## src/rtl/alu_seq.sv

```systemverilog
// Parametrised sequential ALU with Start/Busy/Done handshake, registered result and flags.
// Logic ops, add/sub/compare finish in one cycle; shifts step one bit per clock, multiply is shift-add.
module alu_seq #(
  parameter int WIDTH = 16,
  parameter int SHW   = $clog2(WIDTH)
) (
  input  logic             Clock,
  input  logic             ResetN,
  input  logic             Start,
  input  logic [3:0]       Op,
  input  logic [WIDTH-1:0] A,
  input  logic [WIDTH-1:0] B,
  input  logic [SHW-1:0]   Shamt,
  output logic             Busy,
  output logic             Done,
  output logic [WIDTH-1:0] Result,
  output logic [WIDTH-1:0] ResultHi,
  output logic             Zero,
  output logic             Negative,
  output logic             Overflow,
  output logic             CarryOut
);

  localparam logic [3:0] OP_AND = 4'b0000;
  localparam logic [3:0] OP_OR  = 4'b0001;
  localparam logic [3:0] OP_ADD = 4'b0010;
  localparam logic [3:0] OP_SUB = 4'b0110;
  localparam logic [3:0] OP_SLT = 4'b0111;
  localparam logic [3:0] OP_NOR = 4'b1100;
  localparam logic [3:0] OP_SLL = 4'b1000;
  localparam logic [3:0] OP_SRL = 4'b1001;
  localparam logic [3:0] OP_SRA = 4'b1010;
  localparam logic [3:0] OP_MUL = 4'b1011;

  localparam logic [0:0] IDLE = 1'b0;
  localparam logic [0:0] RUN  = 1'b1;

  localparam logic [SHW:0] MUL_ITERS = (SHW+1)'(WIDTH);
  localparam logic [SHW:0] LAST_STEP = (SHW+1)'(1);

  logic [0:0]         state;
  logic [3:0]         op_q;
  logic [SHW:0]       count;
  logic [WIDTH-1:0]   mcand;
  // Multiply: {partial product, remaining multiplier bits}; shifts use the low half only.
  logic [2*WIDTH-1:0] work;

  logic             alu_sub;
  logic [WIDTH-1:0] b_x;
  logic [WIDTH:0]   sum_full;
  logic             add_ovf;
  logic [WIDTH-1:0] alu_res;
  logic             alu_ovf;
  logic             alu_cout;
  logic             is_shift;
  logic             multi;

  logic [WIDTH:0]     mul_add;
  logic [2*WIDTH-1:0] mul_next;
  logic [WIDTH-1:0]   shift_next;
  logic [WIDTH-1:0]   fin_lo;
  logic [WIDTH-1:0]   fin_hi;
  logic               last;

  assign Busy = (state == RUN);

  // NOTE: every always_comb output gets a default first so no path leaves it unassigned (no latch).
  always_comb begin
    alu_sub  = (Op == OP_SUB) || (Op == OP_SLT);
    b_x      = B ^ {WIDTH{alu_sub}};
    sum_full = {1'b0, A} + {1'b0, b_x} + {{WIDTH{1'b0}}, alu_sub};
    add_ovf  = (A[WIDTH-1] ^ b_x[WIDTH-1] ^ sum_full[WIDTH-1]) ^ sum_full[WIDTH];
    alu_res  = '0;
    alu_ovf  = 1'b0;
    alu_cout = 1'b0;
    case (Op)
      OP_AND: alu_res = A & B;
      OP_OR:  alu_res = A | B;
      OP_NOR: alu_res = ~(A | B);
      OP_ADD, OP_SUB: begin
        alu_res  = sum_full[WIDTH-1:0];
        alu_ovf  = add_ovf;
        alu_cout = sum_full[WIDTH];
      end
      OP_SLT: alu_res = {{(WIDTH-1){1'b0}}, sum_full[WIDTH-1] ^ add_ovf};
      OP_SLL, OP_SRL, OP_SRA: alu_res = A;  // only reached with Shamt = 0
      default: alu_res = '0;
    endcase
    is_shift = (Op == OP_SLL) || (Op == OP_SRL) || (Op == OP_SRA);
    multi    = (Op == OP_MUL) || (is_shift && (Shamt != '0));
  end

  always_comb begin
    mul_add  = {1'b0, work[2*WIDTH-1:WIDTH]} + (work[0] ? {1'b0, mcand} : '0);
    mul_next = {mul_add, work[WIDTH-1:1]};
    case (op_q)
      OP_SLL:  shift_next = {work[WIDTH-2:0], 1'b0};
      OP_SRA:  shift_next = {work[WIDTH-1], work[WIDTH-1:1]};
      default: shift_next = {1'b0, work[WIDTH-1:1]};
    endcase
    fin_lo = (op_q == OP_MUL) ? mul_next[WIDTH-1:0]       : shift_next;
    fin_hi = (op_q == OP_MUL) ? mul_next[2*WIDTH-1:WIDTH] : '0;
    last   = (count == LAST_STEP);
  end

  // NOTE: sequential state uses non-blocking assignments only, so every register sees pre-edge values.
  always_ff @(posedge Clock or negedge ResetN) begin
    if (!ResetN) begin
      state    <= IDLE;
      op_q     <= '0;
      count    <= '0;
      mcand    <= '0;
      work     <= '0;
      Done     <= 1'b0;
      Result   <= '0;
      ResultHi <= '0;
      Zero     <= 1'b0;
      Negative <= 1'b0;
      Overflow <= 1'b0;
      CarryOut <= 1'b0;
    end else begin
      Done <= 1'b0;
      case (state)
        IDLE: begin
          if (Start) begin
            if (multi) begin
              state <= RUN;
              op_q  <= Op;
              mcand <= A;
              if (Op == OP_MUL) begin
                work  <= {{WIDTH{1'b0}}, B};
                count <= MUL_ITERS;
              end else begin
                work  <= {{WIDTH{1'b0}}, A};
                count <= {1'b0, Shamt};
              end
            end else begin
              Done     <= 1'b1;
              Result   <= alu_res;
              ResultHi <= '0;
              Zero     <= (alu_res == '0);
              Negative <= alu_res[WIDTH-1];
              Overflow <= alu_ovf;
              CarryOut <= alu_cout;
            end
          end
        end
        default: begin
          count <= count - 1'b1;
          work  <= (op_q == OP_MUL) ? mul_next : {{WIDTH{1'b0}}, shift_next};
          if (last) begin
            state    <= IDLE;
            Done     <= 1'b1;
            Result   <= fin_lo;
            ResultHi <= fin_hi;
            Zero     <= ((fin_hi | fin_lo) == '0);
            Negative <= fin_lo[WIDTH-1];
            Overflow <= (fin_hi != '0);
            CarryOut <= 1'b0;
          end
        end
      endcase
    end
  end

endmodule
```

## config.mk

```make
export PLATFORM = sky130hd
export DESIGN_NAME = alu_seq
export DESIGN_NICKNAME = d
export VERILOG_FILES = /design/src/rtl/alu_seq.sv
export SDC_FILE = /design/constraint.sdc
export NUM_CORES = 1
export LEC_CHECK = 0
export BUFFER_PORTS_ARGS = -buffer_cell sky130_fd_sc_hd__buf_2
export CORE_AREA = 2 2 156 158
export CTS_CLUSTER_SIZE = 40
export DETAILED_ROUTE_END_ITERATION = 8
export DIE_AREA = 0 0 158 160
export HOLD_SLACK_MARGIN = 0.15
export PLACE_DENSITY_LB_ADDON = 0.25
export SETUP_SLACK_MARGIN = 0.5
export SLEW_MARGIN = 10
export SYNTH_ARGS = -nofsm -noshare
export SYNTH_HDL_FRONTEND = slang
export SYNTH_SLANG_ARGS = --single-unit
```

## constraint.sdc

```tcl
create_clock -name Clock -period 8.2 [get_ports Clock]
set_clock_uncertainty 0.1 [all_clocks]
set_input_delay 1.23 -clock Clock [delete_from_list [all_inputs] [get_ports Clock]]
set_output_delay 1.23 -clock Clock [all_outputs]
set_load 0.005 [all_outputs]
```

# == Word level (Yosys, flattened, before mapping) ==
# Cells that the tools add are included.
# op_classes
n_mux,48
eq_ne,15
bitwise,10
n_addsub,4
n_reduce_logical,17
# op_table
cell,n
2-to-1 mux 16 bit,12
2-to-1 mux 32 bit,4
one-hot mux 16 bit (6 select lines),1
adder 16 x 16 -> 17 bit,2
"== test 4 bit, second input constant",8
zero test 16 bit,2
OR 16 bit,2
one-hot mux 16 bit (2 select lines),1
2-to-1 mux 1 bit,26
2-to-1 mux 5 bit,4
adder 17 x 1 -> 17 bit,1
bitwise AND 16 bit,1
NOT 16 bit,1
nonzero test 16 bit,1
XOR 16 bit,1
"== test 4 x 3 -> 1 bit, second input constant",2
AND reduction 3 bit,2
"== test 5 x 1 -> 1 bit, second input constant",1
"subtractor 5 x 1 -> 5 bit, second input constant",1
"== test 4 x 1 -> 1 bit, second input constant",1
"== test 4 x 2 -> 1 bit, second input constant",1
zero test 4 bit,1
logical OR 1 bit,4
nonzero test 2 bit,2
other kinds (9),12
# totals
ff_bits,95
word_cells,106
input_bits,43

# == Longest topological paths before layout ==
# depth
depth_word,13
ltp_mapped,18
mapped_depth_nobuf,14

# == Least setup slack after synthesis ==
# No wires, ideal clock.
# synth_timing
kind,input to register
from,in Op[2]
to,reg Zero
slack_ns,3.158
arrival_time_ns,4.865
path_buffers,3
stages,17
cell_sequence,clkbuf_1 -> inv_1 -> clkbuf_1 -> nor2_1 -> nand2_1 -> clkbuf_1 -> xnor2_1 -> ha_1 -> inv_1 -> nor2_1 -> a21oi_1 -> o41ai_1 -> o311ai_1 -> a2111o_1 -> nor3_1 -> a32oi_1 -> o21ai_1
# synth_between
elab_chain_cells,13
# synth_lines
element,line_no,rtl
from (decl),10,"input logic [3:0] Op,"
== test 4 x 3 -> 1 bit,"69, 76",
logical OR 1 bit,69,alu_sub = (Op == OP_SUB) || (Op == OP_SLT);
XOR 16 bit,70,b_x = B ^ {WIDTH{alu_sub}};
adder 16 x 16 -> 17 bit,71,"sum_full = {1'b0, A} + {1'b0, b_x} + {{WIDTH{1'b0}}, alu_sub};"
adder 17 x 1 -> 17 bit,71,
XOR 1 bit (2 in series),72,add_ovf = (A[WIDTH-1] ^ b_x[WIDTH-1] ^ sum_full[WIDTH-1]) ^ sum_full[WIDTH];
XOR 1 bit,85,"OP_SLT: alu_res = {{(WIDTH-1){1'b0}}, sum_full[WIDTH-1] ^ add_ovf};"
one-hot mux 16 bit (6 select lines),76,case (Op)
zero test 16 bit,141,Zero <= (alu_res == '0);
2-to-1 mux 1 bit,126,if (multi) begin
2-to-1 mux 1 bit,125,if (Start) begin
2-to-1 mux 1 bit,123,case (state)
to (signal assigned),141,
to (signal assigned),156,Zero <= ((fin_hi | fin_lo) == '0);
to (decl),18,"output logic Zero,"
# Several ways; a longest one is shown, not always the timed one. The select of a mux whose other input is x is not followed.
# A chain may end at the register's enable or synchronous reset.

# == Final worst setup path ==
# Ends and elaborated chain as after synthesis.

==> flow_summary.ini <==
[floorplan]
die_w_um = 158
die_h_um = 160
rows = 57
die_area_um2 = 25300
start_util_pct = 29.3
ios = 81
core_region_area_um2 = 23800

[synthesis]
synth_area_leaders = dfrtp_1 34%, nand2_1 6.5%, ha_1 6.3%
synth_edf_count = 0
avgSynthCellArea_um2 = 8.33
syn-num-nets = 918
synth.distinct_cells = 63
synth_seq_area_share_pct = 33.7
synth_area_um2 = 6980
ys_top_cells_by_count = 121 x nand2_1, 94 x dfrtp_1, 83 x o21ai_0
async_reset_ff_share_pct = 100
ys.flop_type = dfrtp_1
synth_seq_cells = 94
synth_most_common_cell = nand2_1
synthCells = 838
synth_top_area_share_pct = 33.7
yosysTopAreaCell = dfrtp_1
ys_warn_count = 0

[cts]
holdBufCountCts = 0
clock_latency_ns = 0.36
cts_setup_buffers = 0
cts.sinks = 94
cts_buffers = 9
cts_tree = done
cts_root_buf = clkbuf_16
clkSlewWorstSetupHoldPaths_ns = 0.07
cts.repair.resized = 0
htree_levels = 3
clock_path_buffers = 2

[sta]
fmax_mhz = 183
setup-violations-final = 0
slew_headroom_pct = 25.7
setup_tns_ns = 0
tightest_slew_ns = 1.11
fin_crit_sh_pct = 66.7
finalHoldViolations = 0
rsz0062_at_grt = false
finalMaxSlewViolations = 0
fin_crit_ns = 5.47

[drt]
wirelength_mm = 21.6
vias = 6320
vias_per_cell = 5.20
drc = 0
first_iter_violations = 583
firstDrtPassIters = 5
final_antenna_net_count = 0
routedWlPerCell_um = 17.8

[grt]
grt_pass1_wl_mm = 34.7
grt_usage_pct = 17.6
grt_max_degree = 68
overflow = 0
first_global_vias = 6162
antenna_found_initial = 0

[cells_and_area]
antennaDiodeCount = 0
final_util_pct = 33.3
final_nets = 966
area_delta_synth_final_pct = 13.5
final_layout_size_suffix_gt1_share_pct = 14.7

[worst_setup_path]
crit_chain = buf_2, inv_1, nor2_1, nand2_1, xnor2_1, fa_1, a211oi_1, o21ai_1, a21oi_1, o41ai_1, o31ai_1, a211o_1, nor4_1, a32oi_1, o21ai_1
critical_path_arrival_ns = 5.65
critPathTopFamily = compound AO/OA/AOI/OAI gates
crit_path_end_kind = register
rr_endpoint = Zero
crit_type = primary input to register
slowest_delay_ns = 0.86
crit_buf_inv = 2
startpoint = Op[2]
crit_top_cell = o21ai_1
crit_slowest_cell = o41ai_1
r2r-start = Busy
reg2regPathDepth = 11
cp.required_ns = 8.38
worstSetupEndpoint = Zero
cp-start-kind = primary input
path_depth = 15
rrSetupSlack_ns = 3.68
path_max_fanout = 15

[placed_design]
hpwl_mm = 16.2
gp_routability_congestion = 0.893
io_buffers = 80

[power_and_ir_drop]
power.density_nw_per_um2 = 237
vdd_drop_max_v = 0.000120
p_leak_nw = 3.71

[run_status]
outcome = complete, no violations

[run]
drv_cap = 0

[hold_path]
holdCritPathClass = register to register
==> layout make-up <==
type	instances	area (um2)
Multi-Input combinational cell	682	4390
Fill cell	2583	15900
Inverter	13	48.8
Clock buffer	10	229
Sequential cell	94	2350
Timing Repair Buffer	86	448
Tap cell	324	405
Clock inverter	6	46.3
==> metal layers <==
metal	track usage (%)	wire length, um
met5	0	0
met4	6.67	554
met3	1.63	952
met2	27.1	9550
met1	25.4	10600
==> sequential cells by signal, indices dropped and copies added, names as in the netlist, 4 cells and up <==
name      cells
mcand        16
op_q          4
ResultHi     16
Result       16
work         32
count         5
==> through the flow <==
step | cell area (um2) | hold WS [ns] | setup slack [ns] | cells | total power, mW
final | 7920 | 0.369 | 2.73 | 1215 | 1.88
after global routing | 7920 | 0.396 | 2.27 | 1215 | 2.02
after CTS | 7920 | 0.376 | 2.77 | 1215 | 1.89
after detailed placement | 7650 | 0.361 | 2.41 | 1199 | 1.49
after global placement | 7650 | 0.349 | 2.51 | 1199 | 1.49
after floorplan | 6980 | 0.331 | 3.16 | 838 | 1.22
==> power breakdown <==
group	switching (mW)	total [mW]	internal, mW
combinational	0.485	0.788	0.302
clock	0.196	0.404	0.208
sequential	0.0978	0.689	0.591
==> worst min-delay path by stage <==
stage,from,to,slack (ns),cells after the start
2_1_floorplan,op_q[3],op_q[3],0.33,1
3_3_place_gp,op_q[3],op_q[3],0.35,1
3_5_place_dp,op_q[3],op_q[3],0.36,1
4_1_cts,Result[1],Result[1],0.38,1
5_1_grt,ResultHi[10],ResultHi[10],0.40,2
6_report,Result[1],Result[1],0.37,1
==> layout by cell type (no fill, tap or decap), types with 10 or more instances in the layout <==
| cell | n |
|---|---|
| dfrtp_1 | 94 |
| nand2_1 | 120 |
| mux2_2 | 23 |
| o31ai_1 | 11 |
| nor2b_1 | 15 |
| buf_2 | 79 |
| o21a_1 | 11 |
| mux2i_1 | 28 |
| ha_1 | 35 |
| xnor2_1 | 24 |
| nor3_1 | 11 |
| a21oi_1 | 77 |
| o21ai_0 | 83 |
| a211oi_1 | 10 |
| and2_1 | 24 |
| nand3_1 | 25 |
| nor2_1 | 43 |
| a21o_1 | 18 |
| xor2_1 | 10 |
| inv_1 | 12 |
==> cells by family (layout without fill, tap and decap cells) <==
logic type,count (synthesis),in the layout,synth area share (%)
and+or+nand+nor,287,287,19.9
adders and majority gates,37,37,6.85
DFF,94,94,33.7
buffers and inverters,62,115,3.39
muxes,51,51,7.73
AOI/OAI and AO/OA,273,273,24.2
xor gates and xnor gates,34,34,4.27
No activity file was read; power rests on OpenSTA's default activity.
